$ cat src/rtl/pci_rr_arbiter.sv
// Central PCI bus arbiter: round-robin grant over registered REQ#, bus parking,
// one-cycle turnaround between masters and revocation of grants from dead masters.
module pci_rr_arbiter #(
  parameter int N_MASTERS    = 4,
  parameter int PARK_ID      = 0,
  parameter int DEAD_TIMEOUT = 16
) (
  input  logic                         clk,
  input  logic                         rst,
  input  logic [N_MASTERS-1:0]         req_n,
  input  logic                         frame_n,
  input  logic                         irdy_n,
  output logic [N_MASTERS-1:0]         gnt_n,
  output logic [$clog2(N_MASTERS)-1:0] owner,
  output logic                         bus_idle,
  output logic                         parked,
  output logic                         timeout_pulse
);

  localparam int IDX_W = $clog2(N_MASTERS);
  localparam int TMR_W = $clog2(DEAD_TIMEOUT) + 1;
  localparam logic [IDX_W-1:0] PARK_IDX = IDX_W'(PARK_ID);
  localparam logic [IDX_W-1:0] LAST_IDX = IDX_W'(N_MASTERS - 1);
  localparam logic [TMR_W-1:0] TMR_LAST = TMR_W'(DEAD_TIMEOUT - 1);

  typedef enum logic [1:0] {ST_PARK, ST_GAP, ST_GRANT, ST_BUSY} state_t;

  state_t               state_q, state_d;
  logic                 tgt_park_q, tgt_park_d;
  logic [IDX_W-1:0]     tgt_id_q, tgt_id_d;
  logic [IDX_W-1:0]     ptr_q, ptr_d;
  logic [IDX_W-1:0]     owner_q, owner_d;
  logic [TMR_W-1:0]     timer_q, timer_d;
  logic [N_MASTERS-1:0] gnt_n_q, gnt_n_d;
  logic                 parked_q, parked_d;
  logic                 timeout_q, timeout_d;
  logic [N_MASTERS-1:0] req_q;
  logic                 frame_q, irdy_q;

  logic                 bus_idle_w;
  logic [N_MASTERS-1:0] owner_mask;
  logic [IDX_W:0]       pick, pick_m;

  // Returns {found, index} of the first low request after ptr, wrapping.
  function automatic logic [IDX_W:0] rr_pick(input logic [N_MASTERS-1:0] req,
                                             input logic [IDX_W-1:0] ptr);
    logic             found;
    logic [IDX_W-1:0] idx;
    logic [IDX_W-1:0] ci;
    found = 1'b0;
    idx   = '0;
    for (int i = N_MASTERS; i >= 1; i--) begin
      ci = IDX_W'((int'(ptr) + i) % N_MASTERS);
      if (!req[ci]) begin
        found = 1'b1;
        idx   = ci;
      end
    end
    return {found, idx};
  endfunction

  assign bus_idle_w = frame_q & irdy_q;
  assign owner_mask = {{(N_MASTERS-1){1'b0}}, 1'b1} << owner_q;
  assign pick       = rr_pick(req_q, ptr_q);
  assign pick_m     = rr_pick(req_q | owner_mask, ptr_q);

  always_ff @(posedge clk) begin
    if (rst) begin
      state_q    <= ST_GAP;
      tgt_park_q <= 1'b1;
      tgt_id_q   <= PARK_IDX;
      ptr_q      <= LAST_IDX;
      owner_q    <= PARK_IDX;
      timer_q    <= '0;
      gnt_n_q    <= '1;
      parked_q   <= 1'b0;
      timeout_q  <= 1'b0;
      req_q      <= '1;
      frame_q    <= 1'b1;
      irdy_q     <= 1'b1;
    end else begin
      state_q    <= state_d;
      tgt_park_q <= tgt_park_d;
      tgt_id_q   <= tgt_id_d;
      ptr_q      <= ptr_d;
      owner_q    <= owner_d;
      timer_q    <= timer_d;
      gnt_n_q    <= gnt_n_d;
      parked_q   <= parked_d;
      timeout_q  <= timeout_d;
      req_q      <= req_n;
      frame_q    <= frame_n;
      irdy_q     <= irdy_n;
    end
  end

  always_comb begin
    state_d    = state_q;
    tgt_park_d = tgt_park_q;
    tgt_id_d   = tgt_id_q;
    ptr_d      = ptr_q;
    owner_d    = owner_q;
    timer_d    = timer_q;
    timeout_d  = 1'b0;
    case (state_q)
      ST_PARK: begin
        if (!frame_q) begin
          state_d = ST_BUSY;
        end else if (pick[IDX_W] && bus_idle_w) begin
          if (pick[IDX_W-1:0] == PARK_IDX) begin
            state_d = ST_GRANT;
            ptr_d   = PARK_IDX;
            owner_d = PARK_IDX;
            timer_d = '0;
          end else begin
            state_d    = ST_GAP;
            tgt_park_d = 1'b0;
            tgt_id_d   = pick[IDX_W-1:0];
          end
        end
      end
      ST_GAP: begin
        if (tgt_park_q) begin
          state_d = ST_PARK;
          owner_d = PARK_IDX;
        end else begin
          state_d = ST_GRANT;
          ptr_d   = tgt_id_q;
          owner_d = tgt_id_q;
          timer_d = '0;
        end
      end
      ST_GRANT: begin
        if (!frame_q) begin
          state_d = ST_BUSY;
          timer_d = '0;
        end else if (req_q[owner_q] && bus_idle_w) begin
          // Withdrawal is checked before the timeout so it suppresses the pulse.
          if (pick[IDX_W]) begin
            state_d    = ST_GAP;
            tgt_park_d = 1'b0;
            tgt_id_d   = pick[IDX_W-1:0];
          end else if (owner_q == PARK_IDX) begin
            state_d = ST_PARK;
          end else begin
            state_d    = ST_GAP;
            tgt_park_d = 1'b1;
          end
        end else if (bus_idle_w) begin
          if (timer_q == TMR_LAST) begin
            timeout_d  = 1'b1;
            state_d    = ST_GAP;
            tgt_park_d = !pick_m[IDX_W];
            tgt_id_d   = pick_m[IDX_W] ? pick_m[IDX_W-1:0] : tgt_id_q;
          end else if (timer_q != '1) begin
            timer_d = timer_q + TMR_W'(1);
          end
        end
      end
      ST_BUSY: begin
        if (bus_idle_w) begin
          if (pick[IDX_W]) begin
            state_d = ST_GRANT;
            ptr_d   = pick[IDX_W-1:0];
            owner_d = pick[IDX_W-1:0];
            timer_d = '0;
          end else begin
            state_d = ST_PARK;
            owner_d = PARK_IDX;
          end
        end
      end
      default: begin
        state_d    = ST_GAP;
        tgt_park_d = 1'b1;
      end
    endcase
  end

  // Outputs are decoded from the next state so they register together with it.
  always_comb begin
    gnt_n_d  = '1;
    parked_d = 1'b0;
    case (state_d)
      ST_PARK: begin
        gnt_n_d[PARK_IDX] = 1'b0;
        parked_d          = 1'b1;
      end
      ST_GRANT: gnt_n_d[owner_d] = 1'b0;
      default:  gnt_n_d = '1;
    endcase
  end

  assign gnt_n         = gnt_n_q;
  assign owner         = owner_q;
  assign bus_idle      = bus_idle_w;
  assign parked        = parked_q;
  assign timeout_pulse = timeout_q;

endmodule

$ cat config.mk
export PLATFORM = sky130hd
export DESIGN_NAME = pci_rr_arbiter
export DESIGN_NICKNAME = d
export VERILOG_FILES = /design/src/rtl/pci_rr_arbiter.sv
export SDC_FILE = /design/constraint.sdc
export NUM_CORES = 1
export LEC_CHECK = 0
export CAP_MARGIN = 40
export CORE_UTILIZATION = 54
export CTS_BUF_LIST = sky130_fd_sc_hd__clkbuf_8 sky130_fd_sc_hd__clkbuf_16
export DETAILED_ROUTE_END_ITERATION = 16
export PLACE_DENSITY_LB_ADDON = 0.1
export SLEW_MARGIN = 20
export SYNTH_ARGS = -nofsm -noshare
export SYNTH_HDL_FRONTEND = slang
export SYNTH_SLANG_ARGS = --single-unit
$ cat constraint.sdc
create_clock -name clk -period 3.1 [get_ports clk]
set_clock_uncertainty 0.2 [all_clocks]
set_input_delay 0.31 -clock clk [delete_from_list [all_inputs] [get_ports clk]]
set_output_delay 0.31 -clock clk [all_outputs]
set_load 0.01 [all_outputs]
==> results.sh <==
export IMPL_synth_top_area_share_pct=36.2
export IMPL_slew_headroom_pct=52.6
export IMPL_core_area_um2=2500
export IMPL_wl_um=3280
export IMPL_htree_levels=1
export IMPL_muxShareOfSynthArea_pct=2.26
export IMPL_fmax_mhz=394
export IMPL_cap_violations=0
export IMPL_yosysMostFrequentCell="dfxtp_1"
export IMPL_worstMarginPinSlew_ns=0.701
export IMPL_status="complete, no violations"
export IMPL_leakage_nw=0.613
export IMPL_drcViolationCount=0
export IMPL_ir_worst_vdd_mv=0.391
export IMPL_grt_max_degree=18
export IMPL_start_util_pct=57.5
export IMPL_async_flop_share_pct=0
export IMPL_hpwlAfterDp_um=2340
export IMPL_drv_slew=0
export IMPL_cp_start_kind="flip-flop"
export IMPL_fin_total_pwr_mw=0.777
export IMPL_dieHeight_um=53.6
export IMPL_path_clk_slew_ns=0.09
export IMPL_finalSetupViolCount=0
export IMPL_crit_chain="mux4_2 > o211ai_2 > nor2_2 > a2111o_1 > nor2_2 > nand3_1"
export IMPL_crit_top_cell="nor2_2"
export IMPL_synth_area_um2=1440
export IMPL_cts_tree="done"
export IMPL_crit_path_top_delay_cell="mux4_2"
export IMPL_postSynthNetCount=182
export IMPL_grt_pass1_vias=1125
export IMPL_avgSynthCellArea_um2=8.41
export IMPL_gp_congestion=0.942
export IMPL_critical_path_max_fanout=9
export IMPL_ant_nets=0
export IMPL_tns_ns=0
export IMPL_num_vias=1342
export IMPL_ctsResizeCount=0
export IMPL_finalCritPeriodShare_pct=81.8
export IMPL_drt_iter0_drc=94
export IMPL_cts_made_buffers=3
export IMPL_cts_buffer_depth=2
export IMPL_dieArea_um2=2870
export IMPL_synth_fa_ha_area_share_pct=2.61
export IMPL_seqCellArea_um2=520
export IMPL_synth_compound_area_share_pct=24.2
export IMPL_synth_edf_count=0
export IMPL_synth_distinct_cells=53
export IMPL_synth_seq_cells=26
export IMPL_wl_per_cell_um=15.5
export IMPL_rsz0062_at_grt="false"
export IMPL_n_fill_cell=211
export IMPL_dieWidth_um=53.6
export IMPL_yosysSeqAreaShare_pct=36.2
export IMPL_fin_cells=212
export IMPL_period_needed_ns=2.54
export IMPL_crit_required_ns=3.05
export IMPL_synth_top_family_by_area="simple AND/OR/NAND/NOR gates"
export IMPL_pwr_density_cell_nw_per_um2=471
export IMPL_num_io_pins=17
export IMPL_cts_sinks=26
export IMPL_row_count=18
export IMPL_syn_inst=171
export IMPL_cpPeakStageDelay_ns=0.64
export IMPL_overflow=0
export IMPL_final_util_pct=65.9
export IMPL_cp_end_kind="flip-flop"
export IMPL_antenna_found_initial=0
export IMPL_synth_simple_area_share_pct=29.7
export IMPL_synth_area_leaders="dfxtp_1, nor2_1, a21oi_1"
export IMPL_dr_pass1_iters=4
export IMPL_grt_pass1_wl_um=5220
export IMPL_worst_setup_path_type="reg -> reg"
export IMPL_clockRootBuffer="clkbuf_8"
export IMPL_hp_class="reg -> reg"
export IMPL_io_buffer_count=16
export IMPL_multi_input_area_um2=845
export IMPL_whs_ns=0.283
export IMPL_nets=194
export IMPL_grt_total_usage_pct=25.4
export IMPL_via_per_inst=6.33
export IMPL_crit_arrival_ns=2.48
export IMPL_area_growth_pct=14.6
export IMPL_path_delay_family="compound AO/OA/AOI/OAI gates"
export IMPL_hold_violations=0
export IMPL_ctsHoldBuffers=0
export IMPL_ys_warn_count=0
export IMPL_antenna_cells=0
export IMPL_insertion_delay_ns=0.27
export IMPL_dp_cells=208
export IMPL_synth_top_area_cell="dfxtp_1"
export IMPL_ys_flop_type="dfxtp_1"
export IMPL_cp_buffers_inverters=0
export IMPL_synth_commonest_cells="dfxtp_1, nor2_1, nand2_1"
export IMPL_cts_setup_buffers=0
export IMPL_synthXorXnorAreaFrac_pct=0
export IMPL_final_layout_size_suffix_gt1_share_pct=10.4
layer usage:
metal	share of wire (%)	GRT usage, %
met1	42	33.6
met2	47	40.8
met3	8.8	5.08
met4	2.2	8.77
met5	0	0
worst register-to-register path, delay by kind of cell, from the launching register on:
family           cells  cell delay (ns)
AO/OA/AOI/OAI        2             0.70
flip-flops           1             0.54
multiplexers         1             0.64
AND/OR/NAND/NOR      3             0.34
final timing paths:
| kind | startpoint | end | slack [ns] | cells after the start |
|---|---|---|---|---|
| max reg2reg | owner[1] | gnt_n[2] | 0.56 | 6 |
| min reg2reg | tgt_id_q[1] | tgt_id_q[1] | 0.28 | 2 |
| min | tgt_id_q[1] | tgt_id_q[1] | 0.28 | 2 |
| max | owner[1] | gnt_n[2] | 0.56 | 6 |
layout make-up:
type	count	share of cell area, %
flip-flops and latches	26	31.6
repair buffers	17	10.2
well taps	30	2.28
inverters	6	1.37
multi-input cells	129	51.3
clock buffers	4	3.34
per-stage QoR:
stage / cell area, um^2 / worst slack, ns
after floorplan: 1440 / 0.822
after global placement: 1590 / 0.686
after detailed placement: 1590 / 0.617
after CTS: 1650 / 0.583
after global routing: 1650 / 0.425
final: 1650 / 0.565
report_power, final:
part           leakage [nW]  internal, mW  switching [mW]
clock network        0.0288         0.113           0.104
logic                 0.371        0.0769          0.0920
registers             0.213         0.355          0.0359
total                 0.613         0.545           0.232
kinds of logic (layout without fill, tap and decap cells):
| logic type | after synthesis | in the layout |
|---|---|---|
| AOI/OAI and AO/OA | 48 | 48 |
| adders and majority gates | 3 | 3 |
| buffers and inverters | 16 | 27 |
| DFF | 26 | 26 |
| muxes | 2 | 2 |
| and+or+nand+nor | 76 | 76 |
registers in the layout (all words and copies together), names as in the netlist, 2 cells and up:
register,flops
gnt_n,4
owner,2
tgt_id_q,2
ptr_q,2
state_q,2
timer_q,5
req_q,4
cell usage in the layout, fill, tap and decap left out, types with 4 or more instances in the layout:
master	Yosys	final
or2_2	7	7
clkdlybuf4s50_1	0	16
nand3_1	8	8
clkbuf_8	0	4
nand2_1	13	13
o21ai_0	4	4
dfxtp_1	26	26
a21oi_1	11	11
nand4_1	4	4
nor2b_1	6	6
nor2_1	15	15
and2_1	5	5
inv_1	6	6
No activity file was read; power rests on OpenSTA's default activity.
